**src/rtl/iob_vga_sync_pkg.sv**
```systemverilog
// Default 640x480@60 timing, RGB field slices and total helper
// for the VGA raster generator.
package iob_vga_sync_pkg;

  localparam int DefClkDiv = 4;
  localparam int DefHActive = 640;
  localparam int DefHFp = 16;
  localparam int DefHSync = 96;
  localparam int DefHBp = 48;
  localparam int DefVActive = 480;
  localparam int DefVFp = 10;
  localparam int DefVSync = 2;
  localparam int DefVBp = 33;
  localparam int DefCntW = 10;

  localparam int RHi = 11;
  localparam int RLo = 8;
  localparam int GHi = 7;
  localparam int GLo = 4;
  localparam int BHi = 3;
  localparam int BLo = 0;

  function automatic int vga_total(
    input int act,
    input int fp,
    input int sync,
    input int bp
  );
    return act + fp + sync + bp;
  endfunction

endpackage

```
**src/rtl/iob_vga_counter.sv**
```systemverilog
// Mod-N counter with enable, synchronous reset and a wrap flag
// that is high on the enabled cycle leaving N-1.
module iob_vga_counter #(
  parameter int N = 2,
  parameter int W = 1
) (
  input  logic         clk,
  input  logic         rst,
  input  logic         en_i,
  output logic [W-1:0] cnt_o,
  output logic         wrap_o
);

  localparam logic [W-1:0] Last = W'(N - 1);

  logic [W-1:0] cnt_q, cnt_d;

  assign wrap_o = en_i && (cnt_q == Last);
  assign cnt_o  = cnt_q;

  always_comb begin
    cnt_d = cnt_q;
    if (en_i) begin
      cnt_d = wrap_o ? '0 : cnt_q + W'(1);
    end
  end

  always_ff @(posedge clk) begin
    if (rst) begin
      cnt_q <= '0;
    end else begin
      cnt_q <= cnt_d;
    end
  end

endmodule

```
**src/rtl/iob_vga_sync.sv**
```systemverilog
// VGA raster timing generator with registered, blanked sync/RGB.
// Define VGA_FRAME_CNT_EN to add the 32-bit frame_cnt port.
module iob_vga_sync
  import iob_vga_sync_pkg::*;
#(
  parameter int CLK_DIV  = DefClkDiv,
  parameter int H_ACTIVE = DefHActive,
  parameter int H_FP     = DefHFp,
  parameter int H_SYNC   = DefHSync,
  parameter int H_BP     = DefHBp,
  parameter int V_ACTIVE = DefVActive,
  parameter int V_FP     = DefVFp,
  parameter int V_SYNC   = DefVSync,
  parameter int V_BP     = DefVBp,
  parameter int CNT_W    = DefCntW
) (
  input  logic             clk,
  input  logic             rst,
  input  logic [11:0]      vga_rgb_in,
  output logic [CNT_W-1:0] pixel_x,
  output logic [CNT_W-1:0] pixel_y,
  output logic             video_on,
  output logic             frame_start,
  output logic             vga_hs,
  output logic             vga_vs,
  output logic [3:0]       vga_r,
  output logic [3:0]       vga_g,
  output logic [3:0]       vga_b
`ifdef VGA_FRAME_CNT_EN
  ,
  output logic [31:0]      frame_cnt
`endif
);

  localparam int HTotal = vga_total(H_ACTIVE, H_FP, H_SYNC, H_BP);
  localparam int VTotal = vga_total(V_ACTIVE, V_FP, V_SYNC, V_BP);
  localparam int DivW = (CLK_DIV > 1) ? $clog2(CLK_DIV) : 1;

  localparam logic [CNT_W-1:0] HsBeg = CNT_W'(H_ACTIVE + H_FP);
  localparam logic [CNT_W-1:0] HsEnd = CNT_W'(H_ACTIVE + H_FP + H_SYNC - 1);
  localparam logic [CNT_W-1:0] VsBeg = CNT_W'(V_ACTIVE + V_FP);
  localparam logic [CNT_W-1:0] VsEnd = CNT_W'(V_ACTIVE + V_FP + V_SYNC - 1);
  localparam logic [CNT_W-1:0] HAct = CNT_W'(H_ACTIVE);
  localparam logic [CNT_W-1:0] VAct = CNT_W'(V_ACTIVE);

  logic [DivW-1:0]  div_cnt_unused;
  logic [CNT_W-1:0] h_cnt, v_cnt;
  logic             tick, h_wrap, v_wrap;

  iob_vga_counter #(.N(CLK_DIV), .W(DivW)) u_div (
    .clk   (clk),
    .rst   (rst),
    .en_i  (1'b1),
    .cnt_o (div_cnt_unused),
    .wrap_o(tick)
  );

  iob_vga_counter #(.N(HTotal), .W(CNT_W)) u_h (
    .clk   (clk),
    .rst   (rst),
    .en_i  (tick),
    .cnt_o (h_cnt),
    .wrap_o(h_wrap)
  );

  iob_vga_counter #(.N(VTotal), .W(CNT_W)) u_v (
    .clk   (clk),
    .rst   (rst),
    .en_i  (h_wrap),
    .cnt_o (v_cnt),
    .wrap_o(v_wrap)
  );

  assign pixel_x     = h_cnt;
  assign pixel_y     = v_cnt;
  assign video_on    = (h_cnt < HAct) && (v_cnt < VAct);
  // v wraps only on the tick that also wraps h: the last pixel of a frame
  assign frame_start = v_wrap;

  logic        hs_q, hs_d;
  logic        vs_q, vs_d;
  logic [11:0] rgb_q, rgb_d;

  always_comb begin
    hs_d  = !((h_cnt >= HsBeg) && (h_cnt <= HsEnd));
    vs_d  = !((v_cnt >= VsBeg) && (v_cnt <= VsEnd));
    rgb_d = video_on ? vga_rgb_in : 12'h000;
  end

  always_ff @(posedge clk) begin
    if (rst) begin
      hs_q  <= 1'b1;
      vs_q  <= 1'b1;
      rgb_q <= 12'h000;
    end else if (tick) begin
      hs_q  <= hs_d;
      vs_q  <= vs_d;
      rgb_q <= rgb_d;
    end
  end

  assign vga_hs = hs_q;
  assign vga_vs = vs_q;
  assign vga_r  = rgb_q[RHi:RLo];
  assign vga_g  = rgb_q[GHi:GLo];
  assign vga_b  = rgb_q[BHi:BLo];

`ifdef VGA_FRAME_CNT_EN
  logic [31:0] fcnt_q;

  always_ff @(posedge clk) begin
    if (rst) begin
      fcnt_q <= '0;
    end else if (frame_start) begin
      fcnt_q <= fcnt_q + 32'd1;
    end
  end

  assign frame_cnt = fcnt_q;
`endif

endmodule

```
**config.mk**
```make
export PLATFORM = sky130hd
export DESIGN_NAME = iob_vga_sync
export DESIGN_NICKNAME = d
export VERILOG_FILES = /design/src/rtl/iob_vga_sync_pkg.sv /design/src/rtl/iob_vga_counter.sv /design/src/rtl/iob_vga_sync.sv
export SDC_FILE = /design/constraint.sdc
export NUM_CORES = 1
export LEC_CHECK = 0
export CAP_MARGIN = 10
export CORE_MARGIN = 10
export CORE_UTILIZATION = 35
export CTS_CLUSTER_DIAMETER = 60
export DETAILED_ROUTE_END_ITERATION = 8
export GPL_TIMING_DRIVEN = 0
export PLACE_DENSITY_LB_ADDON = 0.2
export SYNTH_ARGS = -nofsm -noshare
export SYNTH_HDL_FRONTEND = slang
export SYNTH_SLANG_ARGS = --single-unit
```
**constraint.sdc**
```tcl
create_clock -name clk -period 4.16 [get_ports clk]
set_input_delay 0.624 -clock clk [delete_from_list [all_inputs] [get_ports clk]]
set_output_delay 0.624 -clock clk [all_outputs]
set_load 0.02 [all_outputs]
```
==> reports/qor.yml <==
nNetsFinal: 243
drt-total-wl_um: 4010
hold_class: "flop to flop"
use_met3_pct: 6.75
insertion_delay_ps: 280
multi_input_area_um2: 779
ys_seq_area_share_pct: 46.1
grt_pass1_vias: 1388
syn_area_um2: 1560
period_minus_slack_ps: 3180
grt.busiest_layer: "met2"
ant_nets: 0
clk_path_buf_depth: 2
grt.met1_usage_pct: 11.8
via_per_inst: 5.15
rrSetupSlack_ps: 2230
cts_setup_buffers: 0
grt_usage_pct: 10.8
vias: 1421
worstSetupStartpointType: "flop"
synth_seq_cells: 36
cp.arrival_ps: 2560
cts.sinks: 36
leakagePower_nw: 0.742
ctsResizeCount: 0
synth_edf_count: 0
fp.dieH_um: 86.8
rows: 24
h-tree-depth: 2
area_growth_pct: 39.9
rsz0062_at_grt: "false"
fin_crit_sh_pct: 76.4
syn_nets: 188
final_util_pct: 50.2
synth_area_per_cell_um2: 9.25
outcome: "finished clean"
clkTransAtPathRegs_ps: 60
dpl.hpwl_um: 3050
drtPass1Iterations: 4
synthDistinctLibCells: 31
fp.dieW_um: 86.8
ir_drop_v: 0.000149
grt_max_degree: 11
end_kind: "primary output"
diodes: 0
syn_inst: 169
place_ws_ps: 1270
maxCapViolations: 0
die-area_um2: 7540
yosys_warnings: 0
boundaryPins: 50
clock_skew_ps: 2.84
ys.flop_type: "dfxtp_1"
async_flop_share_pct: 0
finalSetupTns_ps: 0
final-setup-viol-count: 0
start_util_pct: 35.9
wire_per_inst_um: 14.5
antenna_found_initial: 0
overflow: 0
crit_type: "flop to primary output"
io_buffers: 48
root_buffer: "clkbuf_8"
ctsHoldBuffers: 0
report.final.hold_viol_count: 0
drt-initial-drc-count: 80
gp_congestion: 0.732
cts_tree: "done"
max_freq_ghz: 0.314
core_um2: 4350
power.density_nw_per_um2: 291
worst_pin_slew_ps: 626
register_area_um2: 721
timing.slew.headroom_pct: 57.7
drive_above_1_share_pct: 5.36
grtUsageMet2_pct: 16.4
required_ps: 3540
grt_pass1_wl_um: 6580
numCtsBuffers: 5
fillers: 430
fin_ws_ps: 980
p_total_uw: 635
slew_violations: 0
critPathMaxFanout: 10
post-route-drc-count: 0
## final timing paths
check | startpoint | end | cells past startpoint
min reg2reg | u_div.cnt_o[0]$_SDFF_PP0_ | u_div.cnt_o[0]$_SDFF_PP0_ | 1
max | u_div.cnt_o[0]$_SDFF_PP0_ | frame_start | 7
max reg2reg | u_div.cnt_o[0]$_SDFF_PP0_ | u_v.cnt_o[6]$_SDFFE_PP0N_ | 7
min | u_div.cnt_o[0]$_SDFF_PP0_ | u_div.cnt_o[0]$_SDFF_PP0_ | 1
## kinds of logic after synthesis
logic type / synth area share (%)
XOR/XNOR: 4.48
adder cells (fa/ha/maj): 4.00
AO/OA/AOI/OAI: 15.2
AND/OR/NAND/NOR: 26.2
flip-flops: 46.1
buffers and inverters: 4.00
## synth_stat cells, types with 2 or more instances
master | number | share of area (%)
inv_1 | 5 | 1.2
and4_1 | 2 | 1.1
buf_2 | 2 | 0.64
o21ai_0 | 8 | 2.6
dfxtp_1 | 36 | 46
nand3b_1 | 2 | 0.96
xor2_1 | 5 | 2.8
xnor2_1 | 3 | 1.7
clkbuf_1 | 6 | 1.4
nor4b_1 | 2 | 1.1
nand3_1 | 7 | 2.2
nand4_1 | 8 | 3.2
nand2b_1 | 3 | 1.2
a22o_1 | 12 | 6.7
nor3_1 | 9 | 2.9
nand4b_1 | 3 | 1.7
and3_1 | 3 | 1.2
nand2_1 | 10 | 2.4
or3_1 | 5 | 2.0
and2_1 | 3 | 1.2
a21oi_1 | 13 | 4.2
nor2_1 | 9 | 2.2
ha_1 | 5 | 4.0
## critical path, stage by stage, from the launching register on
cell,delay [ps]
dfxtp_1,340
ha_1,280
and4_1,280
nand4_1,130
buf_2,200
clkbuf_1,250
nor2_1,160
clkdlybuf4s50_1,620
## report_power, final
group	internal (mW)	leakage (nW)	switching, mW
clock	0.114	0.0410	0.112
sequential	0.353	0.291	0.00466
combinational	0.0273	0.410	0.0250
## metrics by stage
step,cells,hold slack [ps],cell area (µm²)
floorplan,169,404,1560
global placement,269,423,2110
detailed placement,269,428,2110
CTS,276,439,2190
global route,276,462,2190
finish,276,443,2190
## layout by cell type, fill, tap and decap left out, drive strengths merged, types with 5 or more instances in the layout
master          n
nand3           7
nor3            9
inv             5
nand4           8
o21ai           8
clkdlybuf4s50  48
xor2            5
clkbuf         12
dfxtp          36
nor2            9
a21oi          13
or3             5
ha              5
a22o           12
nand2          10
## flip-flops by register name (all words and copies together), names as in the netlist
signal,cells
rgb_q,12
u_h.cnt_o,10
u_v.cnt_o,10
u_div.cnt_o,2
vga_hs,1
vga_vs,1
## per-layer routing
| layer | vias up | part of all wire [%] |
|---|---|---|
| met5 | - | 0 |
| met3 | 9 | 11 |
| li1 | 723 | - |
| met2 | 45 | 43 |
| met4 | 0 | 1.9 |
| met1 | 644 | 44 |
## cell type report
type	count	area share, %
Multi-Input combinational cell	119	35.7
Sequential cell	36	33.0
Timing Repair Buffer	48	22.0
Clock buffer	6	3.32
Tap cell	52	2.98
Buffer	9	2.00
Inverter	5	0.859
Clock inverter	1	0.229
Note: power is estimated with default switching activity, not from simulation.
